File: src/rtl/jvs_feature_parser.sv
// rtl/jvs_feature_parser.sv - JVS Feature Check (0x14) payload decoder producing one node capability record
//
// Ports:
//   clk, rst            single clock; rst is synchronous active-high
//   start, node_idx_i   begin a new parse (clears record and errors), capture node index
//   in_valid, in_data,
//   in_last, in_ready   payload byte stream (status/report bytes already stripped)
//   node_idx            index captured at start
//   done                one-cycle pulse when the parse finishes
//   err_unknown         an unrecognised function code was seen
//   err_trunc           payload ended before the 0x00 terminator
//   err_ovf             more than MAX_FUNCS function entries
//   players .. has_backup  decoded capability record, held until next start/rst

module jvs_feature_parser #(
    parameter int MAX_FUNCS = 16,
    parameter int IDX_W     = 1
) (
    input  logic             clk,
    input  logic             rst,
    input  logic             start,
    input  logic [IDX_W-1:0] node_idx_i,
    input  logic             in_valid,
    input  logic [7:0]       in_data,
    input  logic             in_last,
    output logic             in_ready,
    output logic [IDX_W-1:0] node_idx,
    output logic             done,
    output logic             err_unknown,
    output logic             err_trunc,
    output logic             err_ovf,
    output logic [3:0]       players,
    output logic [7:0]       buttons,
    output logic [3:0]       coin_slots,
    output logic [3:0]       analog_channels,
    output logic [7:0]       analog_bits,
    output logic [3:0]       rotary_channels,
    output logic             has_keycode,
    output logic             has_screen_pos,
    output logic [7:0]       screen_x_bits,
    output logic [7:0]       screen_y_bits,
    output logic [7:0]       screen_channels,
    output logic [15:0]      misc_digital,
    output logic [7:0]       card_slots,
    output logic [7:0]       hopper_channels,
    output logic [7:0]       digital_outputs,
    output logic [3:0]       analog_out_channels,
    output logic             has_char_display,
    output logic [7:0]       char_width,
    output logic [7:0]       char_height,
    output logic [7:0]       char_type,
    output logic             has_backup
);

    localparam int CNT_W = $clog2(MAX_FUNCS + 1);
    localparam logic [CNT_W-1:0] MAX_CNT = CNT_W'(MAX_FUNCS);

    typedef enum logic [2:0] {
        S_IDLE,
        S_CODE,
        S_ARG1,
        S_ARG2,
        S_ARG3,
        S_DRAIN,
        S_DONE
    } state_t;

    state_t           state;
    logic [7:0]       code_q;
    logic [7:0]       arg1_q;
    logic [7:0]       arg2_q;
    logic [CNT_W-1:0] func_cnt;
    logic             busy;
    logic             accept;

    // Counts are 4-bit in the record; larger node claims clamp rather than wrap.
    function automatic logic [3:0] sat4(input logic [7:0] x);
        return (x > 8'd15) ? 4'hF : x[3:0];
    endfunction

    assign busy = (state == S_CODE) || (state == S_ARG1) || (state == S_ARG2) ||
                  (state == S_ARG3) || (state == S_DRAIN);

    // A restart owns the cycle it is asserted in, so no byte is taken then.
    assign in_ready = busy && !start;
    assign accept   = in_valid && in_ready;

    always_ff @(posedge clk) begin
        if (rst || start) begin
            // rst and start share the clearing path; only the landing state
            // and the captured index differ.
            state               <= rst ? S_IDLE : S_CODE;
            node_idx            <= rst ? '0 : node_idx_i;
            code_q              <= 8'h00;
            arg1_q              <= 8'h00;
            arg2_q              <= 8'h00;
            func_cnt            <= '0;
            done                <= 1'b0;
            err_unknown         <= 1'b0;
            err_trunc           <= 1'b0;
            err_ovf             <= 1'b0;
            players             <= 4'h0;
            buttons             <= 8'h00;
            coin_slots          <= 4'h0;
            analog_channels     <= 4'h0;
            analog_bits         <= 8'h00;
            rotary_channels     <= 4'h0;
            has_keycode         <= 1'b0;
            has_screen_pos      <= 1'b0;
            screen_x_bits       <= 8'h00;
            screen_y_bits       <= 8'h00;
            screen_channels     <= 8'h00;
            misc_digital        <= 16'h0000;
            card_slots          <= 8'h00;
            hopper_channels     <= 8'h00;
            digital_outputs     <= 8'h00;
            analog_out_channels <= 4'h0;
            has_char_display    <= 1'b0;
            char_width          <= 8'h00;
            char_height         <= 8'h00;
            char_type           <= 8'h00;
            has_backup          <= 1'b0;
        end else begin
            done <= 1'b0;
            case (state)
                S_IDLE: begin
                end

                S_CODE: begin
                    if (accept) begin
                        if (in_data == 8'h00) begin
                            if (in_last) begin
                                state <= S_DONE;
                                done  <= 1'b1;
                            end else begin
                                state <= S_DRAIN;
                            end
                        end else if (func_cnt == MAX_CNT) begin
                            // Entry table full: flag it and skip the rest of the frame.
                            err_ovf <= 1'b1;
                            if (in_last) begin
                                err_trunc <= 1'b1;
                                state     <= S_DONE;
                                done      <= 1'b1;
                            end else begin
                                state <= S_DRAIN;
                            end
                        end else begin
                            code_q   <= in_data;
                            func_cnt <= func_cnt + CNT_W'(1);
                            if (in_last) begin
                                err_trunc <= 1'b1;
                                state     <= S_DONE;
                                done      <= 1'b1;
                            end else begin
                                state <= S_ARG1;
                            end
                        end
                    end
                end

                S_ARG1: begin
                    if (accept) begin
                        arg1_q <= in_data;
                        if (in_last) begin
                            // Partial entry is dropped: nothing committed.
                            err_trunc <= 1'b1;
                            state     <= S_DONE;
                            done      <= 1'b1;
                        end else begin
                            state <= S_ARG2;
                        end
                    end
                end

                S_ARG2: begin
                    if (accept) begin
                        arg2_q <= in_data;
                        if (in_last) begin
                            err_trunc <= 1'b1;
                            state     <= S_DONE;
                            done      <= 1'b1;
                        end else begin
                            state <= S_ARG3;
                        end
                    end
                end

                S_ARG3: begin
                    if (accept) begin
                        // Whole entry lands on this edge; arg3 is taken straight
                        // from the bus so no extra latch stage is needed.
                        case (code_q)
                            8'h01: begin
                                players <= sat4(arg1_q);
                                buttons <= arg2_q;
                            end
                            8'h02: coin_slots <= sat4(arg1_q);
                            8'h03: begin
                                analog_channels <= sat4(arg1_q);
                                analog_bits     <= arg2_q;
                            end
                            8'h04: rotary_channels <= sat4(arg1_q);
                            8'h05: has_keycode <= 1'b1;
                            8'h06: begin
                                has_screen_pos  <= 1'b1;
                                screen_x_bits   <= arg1_q;
                                screen_y_bits   <= arg2_q;
                                screen_channels <= in_data;
                            end
                            8'h07: misc_digital <= {arg1_q, arg2_q};
                            8'h10: card_slots <= arg1_q;
                            8'h11: hopper_channels <= arg1_q;
                            8'h12: digital_outputs <= arg1_q;
                            8'h13: analog_out_channels <= sat4(arg1_q);
                            8'h14: begin
                                has_char_display <= 1'b1;
                                char_width       <= arg1_q;
                                char_height      <= arg2_q;
                                char_type        <= in_data;
                            end
                            8'h15: has_backup <= 1'b1;
                            default: err_unknown <= 1'b1;
                        endcase
                        if (in_last) begin
                            // Complete entry but no terminator followed it.
                            err_trunc <= 1'b1;
                            state     <= S_DONE;
                            done      <= 1'b1;
                        end else begin
                            state <= S_CODE;
                        end
                    end
                end

                S_DRAIN: begin
                    if (accept && in_last) begin
                        state <= S_DONE;
                        done  <= 1'b1;
                    end
                end

                S_DONE: begin
                    state <= S_IDLE;
                end

                default: begin
                    state <= S_IDLE;
                end
            endcase
        end
    end

endmodule

File: config.mk
export PLATFORM = sky130hd
export DESIGN_NAME = jvs_feature_parser
export DESIGN_NICKNAME = d
export VERILOG_FILES = /design/src/rtl/jvs_feature_parser.sv
export SDC_FILE = /design/constraint.sdc
export NUM_CORES = 1
export LEC_CHECK = 0
export BUFFER_PORTS_ARGS = -buffer_cell sky130_fd_sc_hd__buf_4
export CAP_MARGIN = 10
export CORE_MARGIN = 2
export CORE_UTILIZATION = 48
export DETAILED_ROUTE_END_ITERATION = 8
export GPL_ROUTABILITY_DRIVEN = 0
export PLACE_DENSITY_LB_ADDON = 0.3
export SLEW_MARGIN = 20
export SYNTH_ARGS = -nofsm -noshare
export SYNTH_HDL_FRONTEND = slang
export SYNTH_SLANG_ARGS = --single-unit
File: constraint.sdc
create_clock -name clk -period 1.8 [get_ports clk]
set_input_delay 0.09 -clock clk [delete_from_list [all_inputs] [get_ports clk]]
set_output_delay 0.09 -clock clk [all_outputs]
set_load 0.02 [all_outputs]
==> out/metrics.yaml, run 1 <==
status: "finished clean"
drt_iter0_markers: 252
largest_reg_flops: 16
cts_tree: "yes"
die_x_um: 119
cts.sinks: 165
p_per_area_nw_per_um2: 882
synthCells: 640
cts-root-buf: "clkbuf_16"
end_kind: "flop"
largest-register: "misc_digital"
htree_levels: 4
drt_first_pass_iters: 4
worst-setup-path-type: "flop to flop"
drv_cap: 0
final_common_cell: "nand2_1"
track_usage: 0.239
clock_path_buffers: 2
port_buffers: 147
gr-total-overflow: 0
synth_top_area_frac: 0.506
clk_latency_ps: 420
skew_ps: 10.3
hold_class: "primary input to flop"
hold_viol: 0
synth_cell_type_count: 45
worstPathCellList: "or3b_4, nor3_4, nand2_1, buf_12, mux2i_1"
yosysSeqAreaShare: 0.525
grt_pass1_vias: 5273
layout.cells.non_filler: 1017
drtAntennaViolNets: 0
fp-row-count: 42
antenna_cells: 0
finalSetupViolCount: 0
via_per_inst: 5.23
grt_max_degree: 53
wl_per_cell_um: 16.7
slowest_stage: "or3b_4"
drc: 0
syn_area_sq_um: 6370
yosys-top-cells-area: "dfxtp_1 (51%), mux2i_1 (23%), nand2_1 (11%)"
dieArea_sq_um: 14200
cellLeakagePower_uw: 0.00429
synth.avg_cell_area_sq_um: 9.95
die_h_um: 119
dp_hpwl_um: 11900
max_freq_mhz: 573
vias: 5321
layout_common_cells: "nand2_1 (179), buf_4 (176), dfxtp_1 (160), mux2i_1 (148), nor2_1 (27)"
core_sq_um: 13100
final_layout_size_suffix_gt1_frac: 0.296
required_ps: 2100
dp.cells: 961
fin_util: 0.671
start_util: 0.487
wl_um: 17000
clk_pin_slew_ps: 60
cp_max_fo: 12
grt_pass1_wl_um: 26500
vdd_ir_drop_max_v: 0.000622
pin_count: 148
synth_top_area_cell: "dfxtp_1"
cts_buffers: 17
synth_fp_nets: 656
worst_pin_slew_ps: 487
min_period_over_period: 0.969
fin_crit_ps: 1740
rsz0062_at_grt: "false"
grt_antenna_before_repair: 0
start_kind: "flop"
final_nets: 844
finalMaxSlewViolations: 0
relSlewSlack: 0.672
yosysWarnings: 0
ys_ff_latch: 165
arrival_ps: 2040
critPathMaxStageDelay_ps: 490
syn_to_final_growth_pct: 37.9
==> power breakdown <==
group | total, uW | switching, uW | internal [uW]
registers | 3690 | 10.8 | 3680
logic | 391 | 229 | 162
clock network | 3660 | 1400 | 2260
total | 7740 | 1640 | 6100
==> worst paths after layout <==
path,from,slack [ps],cells after the start,to
worst max-delay path,state[0],60,5,analog_bits[3]
worst min-delay path,start,70,4,func_cnt[2]
worst max register to register,state[0],60,5,analog_bits[3]
worst min register to register,screen_x_bits[4],460,2,screen_x_bits[4]
==> cells in the mapped netlist, drive strengths merged <==
| library cell | number |
|---|---|
| nand2 | 183 |
| dfxtp | 161 |
| mux2i | 149 |
| nor2 | 31 |
| clkbuf | 24 |
| a21oi | 10 |
| buf | 9 |
| nand2b | 8 |
| nor3 | 6 |
| inv | 5 |
| o21ai | 5 |
| edfxtp | 4 |
| nor4 | 4 |
| or4 | 4 |
| and2 | 3 |
| nand3b | 3 |
| nand4 | 3 |
| o31ai | 3 |
| a31oi | 2 |
| ha | 2 |
| nor2b | 2 |
| or2 | 2 |
| or3 | 2 |
| or3b | 2 |
| a21o | 1 |
| a22o | 1 |
| a311oi | 1 |
| and3 | 1 |
| clkinv | 1 |
| mux2 | 1 |
| nand3 | 1 |
| nor4bb | 1 |
| o211ai | 1 |
| o21a | 1 |
| o31a | 1 |
| o41ai | 1 |
| or4b | 1 |
==> routing by layer <==
metal,GRT usage,wire length (um),vias to the layer above
li1,-,-,2541
met1,0.309,7700,2602
met2,0.394,8160,159
met3,0.0479,881,19
met4,0.0900,250,0
met5,0,0,-
==> timing repair <==
item,CTS,global route
buffers inserted,2,10
hold buffers,12,0
setup endpoints to repair,104,102
hold endpoints to repair,18,0
pin swaps,2,5
gates resized for setup,6,16
==> critical path: cells and delay by family, from the launching register on <==
kind	cells	cell delay, ps
simple gates	3	900
flops	1	410
buf+inv	1	180
mux	1	120
==> stage by stage <==
step | power [uW] | area [sq um] | setup TNS [ps] | hold slack [ps] | setup WS [ps]
final | 7740 | 8780 | 0 | 70.0 | 55.2
after detailed placement | 4100 | 7890 | -3450 | 389 | -103
after global placement | 4090 | 7890 | -505 | 378 | -56.1
after floorplan | 3970 | 6400 | -875 | 234 | -28.9
after CTS | 7730 | 8660 | -10.9 | 50.8 | -7.66
after global routing | 7960 | 8780 | 0 | 89.1 | 5.40
==> logic make-up after synthesis <==
| group | share of synthesized area |
|---|---|
| AND/OR/NAND/NOR | 0.180 |
| flip-flops | 0.525 |
| multiplexers | 0.236 |
| buffers and inverters | 0.0293 |
| AO/OA/AOI/OAI | 0.0263 |
| adder cells (fa/ha/maj) | 0.00393 |
==> cell type report <==
class,instances,area (sq um)
repair buffers,202,1680
flip-flops and latches,165,3340
inverters,6,22.5
well taps,176,220
multi-input cells,436,2910
clock inverters,8,93.8
fillers,1007,4300
clock buffers,24,512
Power figures use the tool's default switching activity.
==> run 2, diff against run 1 <==
--- a/config.mk
+++ b/config.mk
@@ -12,6 +12,7 @@
 export DETAILED_ROUTE_END_ITERATION = 8
 export GPL_ROUTABILITY_DRIVEN = 0
 export PLACE_DENSITY_LB_ADDON = 0.3
+export REMOVE_ABC_BUFFERS = 1
 export SLEW_MARGIN = 20
 export SYNTH_ARGS = -nofsm -noshare
 export SYNTH_HDL_FRONTEND = slang
==> run 2 against run 1 <==
Net effect:
- first-iteration DRC count up 10%
- maximum frequency down 0.52%
- sequential share of layout area is 0.37 points higher
- critical endpoint is now in_ready
- highest routed layer unchanged
- global-route usage is 1.6 points lower
- routed wire length decreased by 5.5%
==> out/metrics.yaml, run 2 (synthesis results as in run 1) <==
worstPathCellList: "buf_4, or2_2, o21ai_2, nor2_1, buf_4"
fin_crit_ps: 1750  # +9.13 ps
finalMaxSlewViolations: 0  # unchanged
start_kind: "flop"
start_util: 0.487  # unchanged
hold_depth: 3  # -1
critPathMaxStageDelay_ps: 380  # -110 ps
worst_pin_slew_ps: 446  # -41.4 ps
skew_ps: 8.11  # -2.20 ps
required_ps: 1710  # -390 ps
port_buffers: 147  # unchanged
arrival_ps: 1660  # -380 ps
worst-setup-path-type: "flop to output port"
cts-root-buf: "clkbuf_16"
final_common_cell: "nand2_1"
holdPathEnd: "state[0]"
grt_antenna_before_repair: 0  # unchanged
clk_pin_slew_ps: 60  # about the same
finalSetupViolCount: 0  # unchanged
dp_hpwl_um: 11300  # -5.1%
min_period_over_period: 0.974  # +0.00507
pin_count: 148  # unchanged
cts_buffers: 17  # unchanged
relSlewSlack: 0.700  # +0.0279
wl_per_cell_um: 16.0  # -4.4%
timing.rr.start: "state[1]"
final_area_sq_um: 8690  # -1.0%
hold_viol: 0  # unchanged
slowest_stage: "edfxtp_1"
antenna_cells: 0  # unchanged
fin_ws_ps: 46.0  # -9.13 ps
track_usage: 0.222  # -0.0164
layout_common_cells: "nand2_1 (179), buf_4 (168), dfxtp_1 (161), mux2i_1 (149), nor2_1 (27)"
die_x_um: 119  # unchanged
gr-total-overflow: 0  # unchanged
cellLeakagePower_uw: 0.00421  # -1.9%
die_h_um: 119  # unchanged
via_per_inst: 5.06  # -3.2%
p_per_area_nw_per_um2: 878  # -0.47%
pre_cts_ws_ps: -65.7  # +36.8 ps
grt_pass1_wl_um: 24800  # -6.5%
max_freq_mhz: 570  # -0.52%
vdd_ir_drop_max_v: 0.000473  # -24%
vias: 5093  # -4.3%
drv_cap: 0  # unchanged
cts.sinks: 165  # unchanged
drt_iter0_markers: 278  # +10%
clock_path_buffers: 2  # unchanged
holdCritStartpoint: "start"
largest_reg_flops: 16  # unchanged
wl_um: 16100  # -5.5%
rr_endpoint: "hopper_channels[5]"
grt_pass1_vias: 5037  # -4.5%
final_nets: 833  # -1.3%
htree_levels: 4  # unchanged
drc: 0  # unchanged
rrSetupSlack_ps: 50  # about the same
syn_to_final_growth_pct: 36.5
cts_tree: "yes"
grt_max_degree: 76  # +43%
fp-row-count: 42  # unchanged
largest-register: "misc_digital"
drt_first_pass_iters: 4  # unchanged
end_kind: "output port"
drtAntennaViolNets: 0  # unchanged
status: "finished clean"
dpl_cell_area_sq_um: 7870  # -0.35%
clk_latency_ps: 420  # about the same
cp_max_fo: 9  # -3
hold_class: "primary input to flop"
final_layout_size_suffix_gt1_frac: 0.286  # -0.0105
rsz0062_at_grt: "true"
fillers: 1042  # +3.5%
crit_top_cell: "buf_4"
dieArea_sq_um: 14200  # unchanged
core_sq_um: 13100  # unchanged
r2r_cells: 5  # unchanged
-- run 2: area by class of cell --
cell class	instances	area, sq um	area share
sequential	165	3340	0.385
multi-input combinational	436	2910	0.334
timing repair buffer	191	1610	0.185
clock buffer	21	470	0.0541
tap	176	220	0.0253
clock inverter	11	123	0.0141
inverter	6	22.5	0.00259
-- run 2: repair_timing --
item                       in CTS  in global routing
resized for setup               8                 10
gates cloned                    0                  1
setup buffers                   1                  2
hold endpoints to repair       20                  0
hold buffers                   11                  0
pin swaps                       2                  2
setup endpoints to repair      96                 61
-- run 2: critical path: cells and delay by family, from the launching register on --
| family | cells | cell delay [ps] |
|---|---|---|
| simple gates | 2 | 390 |
| compound gates | 1 | 140 |
| flops | 1 | 380 |
| buf+inv | 2 | 340 |
-- run 2: worst max-delay path by stage --
stage | slack, ps | to | startpoint | cells after the start
after floorplan | -7190 | func_cnt[2] | start | 4
after global placement | -20 | hopper_channels[0] | state[1] | 4
after detailed placement | -70 | code_q[5] | state[1] | 5
after CTS | 6 | in_ready | state[0] | 5
after global routing | -40 | in_ready | state[1] | 5
final | 50 | in_ready | state[1] | 5
-- run 2: through the flow --
stage | util | hold slack, ps | power [uW] | setup TNS [ps] | instances
5_1_grt | 0.664 | 73.4 | 7850 | -70.3 | 1006
2_1_floorplan | - | 234 | 3940 | -787380 | 607
3_3_place_gp | 0.601 | 361 | 4070 | -134 | 959
3_5_place_dp | 0.601 | 368 | 4080 | -1550 | 959
4_1_cts | 0.657 | 40.5 | 7660 | 0 | 1003
6_report | 0.664 | 54.2 | 7630 | 0 | 1006
-- run 2: routing by layer --
| metal | track usage | up-vias | wire (um) |
|---|---|---|---|
| li1 | - | 2520 | - |
| met1 | 0.266 | 2414 | 6940 |
| met2 | 0.380 | 129 | 7930 |
| met3 | 0.0546 | 30 | 761 |
| met4 | 0.0952 | 0 | 421 |
| met5 | 0 | - | 0 |
-- run 2: report_power, final --
part | total, uW | internal, uW | switching, uW
clock | 3590 | 2150 | 1430
sequential | 3690 | 3680 | 8.92
combinational | 351 | 135 | 216
total | 7630 | 5970 | 1660
==> run 3, diff against run 2 <==
--- a/config.mk
+++ b/config.mk
@@ -8,7 +8,7 @@
 export BUFFER_PORTS_ARGS = -buffer_cell sky130_fd_sc_hd__buf_4
 export CAP_MARGIN = 10
 export CORE_MARGIN = 2
-export CORE_UTILIZATION = 48
+export CORE_UTILIZATION = 53
 export DETAILED_ROUTE_END_ITERATION = 8
 export GPL_ROUTABILITY_DRIVEN = 0
 export PLACE_DENSITY_LB_ADDON = 0.3
==> constraint.sdc (replaced) <==
create_clock -name clk -period 1.85 [get_ports clk]
set_input_delay 0.0925 -clock clk [delete_from_list [all_inputs] [get_ports clk]]
set_output_delay 0.0925 -clock clk [all_outputs]
set_load 0.02 [all_outputs]
==> run 3 against run 2 <==
Net effect:
- combinational power shrank 3%
- utilization grew 6.1 points
- critical endpoint unchanged
- non-clock buffer count shrank 3
==> out/metrics.yaml, run 3 (synthesis results as in run 1) <==
dpl_cell_area_sq_um: 7810  # -0.72%
hold_viol: 0  # unchanged
drc: 0  # unchanged
whs_ps: 75.5  # +21.3 ps
min_period_over_period: 0.973
vdd_ir_drop_max_v: 0.000687  # +45%
relSlewSlack: 0.716  # +0.0165
drt_first_pass_iters: 4  # unchanged
fin_crit_ps: 1800
syn_to_final_growth_pct: 35.0
cts.sinks: 165  # unchanged
dieArea_sq_um: 12900  # -9.1%
worst_pin_slew_ps: 421  # -24.5 ps
fp-row-count: 40  # -4.8%
pin_count: 148  # unchanged
drtAntennaViolNets: 0  # unchanged
final_area_sq_um: 8600  # -1.1%
grt_pass1_vias: 5116  # +1.6%
hold_class: "primary input to flop"
track_usage: 0.252  # +0.0295
final_nets: 830  # -0.36%
die_x_um: 114  # -4.7%
largest-register: "misc_digital"
dp.cells: 929  # -3.1%
rsz0062_at_grt: "true"
htree_levels: 4  # unchanged
end_kind: "output port"
cts-root-buf: "clkbuf_16"
pre_cts_ws_ps: -65.5  # +0.258 ps
endpoint: "in_ready"
fillers: 854  # -18%
cellLeakagePower_uw: 0.00419  # -0.56%
r2r_cells: 5  # unchanged
via_per_inst: 5.37  # +6.1%
skew_ps: 6.04  # -2.07 ps
rrSetupSlack_ps: 50  # about the same
start_kind: "flop"
dp_hpwl_um: 11200  # -1.0%
final_common_cell: "nand2_1"
arrival_ps: 1710  # +50 ps
timing.rr.start: "state[0]"
finalMaxSlewViolations: 0  # unchanged
cts_tree: "yes"
fin_util: 0.725  # +0.0606
finalSetupViolCount: 0  # unchanged
clk_pin_slew_ps: 60  # about the same
wl_um: 16000  # -0.59%
max_freq_mhz: 555
drt_iter0_markers: 349  # +26%
die_h_um: 114  # -4.7%
grt_antenna_before_repair: 0  # unchanged
vias: 5230  # +2.7%
p_per_area_nw_per_um2: 860  # -2.0%
cp-startpoint: "state[0]"
worst-setup-path-type: "flop to output port"
status: "finished clean"
clk_latency_ps: 420  # about the same
grt_max_degree: 87  # +14%
grt_pass1_wl_um: 25600  # +3.3%
clock_path_buffers: 2  # unchanged
drv_cap: 0  # unchanged
required_ps: 1760  # +50 ps
core_sq_um: 11900  # -9.4%
start_util: 0.537  # +0.0502
layout.cells.non_filler: 974  # -3.2%
port_buffers: 147  # unchanged
rr_endpoint: "buttons[1]"
gr-total-overflow: 0  # unchanged
wl_per_cell_um: 16.4  # +2.7%
final_layout_size_suffix_gt1_frac: 0.287  # +0.00104
fin_ws_ps: 49.5  # +3.43 ps
layout_common_cells: "nand2_1 (178), buf_4 (169), dfxtp_1 (159), mux2i_1 (149), nor2_1 (27)"
largest_reg_flops: 16  # unchanged
cts_buffers: 17  # unchanged
antenna_cells: 0  # unchanged
cp_max_fo: 15  # +6
## run 3: cell types whose count changed in the layout (fill, tap and decap cells not counted), moves of 2 or more
cell     delta
dfxtp_1     -2
inv_6       +3
buf_12      -2
nor3_4      +2
nor2_2      +2
nor2_4      -2
nor3_2      -3
## run 3: worst max-delay path: stages, from the launching register on
cell and delay, ps:
edfxtp_1 400, buf_4 200, or2_2 320, o21ai_2 150, nor2_1 60, buf_4 150
## run 3: how the worst min path moves through the flow
stage / startpoint / end / slack, ps / cells after the start
2_1_floorplan: in_data[0] / arg2_q[0] / 240 / 2
3_3_place_gp: in_data[7] / arg2_q[7] / 370 / 3
3_5_place_dp: in_data[7] / arg2_q[7] / 390 / 3
4_1_cts: start / state[0] / 70 / 3
5_1_grt: start / state[0] / 80 / 3
6_report: start / state[0] / 80 / 3
## run 3: layout make-up
class,count,area (sq um),share of cell area
Timing Repair Buffer,188,1540,0.179
Inverter,6,22.5,0.00262
Multi-Input combinational cell,436,2910,0.339
Tap cell,147,184,0.0214
Sequential cell,165,3350,0.389
Clock buffer,20,478,0.0556
Clock inverter,12,115,0.0134
## run 3: power breakdown
| part | switching (uW) | leakage, uW | internal [uW] |
|---|---|---|---|
| Sequential | 9.66 | 0.00134 | 3580 |
| Clock | 1450 | 0.000285 | 2020 |
| Combinational | 210 | 0.00256 | 129 |
| Total | 1660 | 0.00419 | 5730 |
## run 3: layer usage
metal,global-route usage,vias up,part of all wire
li1,-,2510,-
met1,0.315,2514,0.43
met2,0.423,167,0.49
met3,0.0526,39,0.054
met4,0.110,0,0.028
met5,0,-,0
## run 3: stage by stage
stage	TNS [ps]	total power [uW]
floorplan	-779500	3840
global placement	0	3960
detailed placement	-759	3970
CTS	0	7420
global route	-213	7620
finish	0	7400
## run 3: what timing repair did
action,CTS,global route
pin swaps,0,4
buffers inserted,0,2
endpoints found under the setup margin,29,38
endpoints found under the hold margin,18,0
hold buffers,11,0
resized for setup,6,14
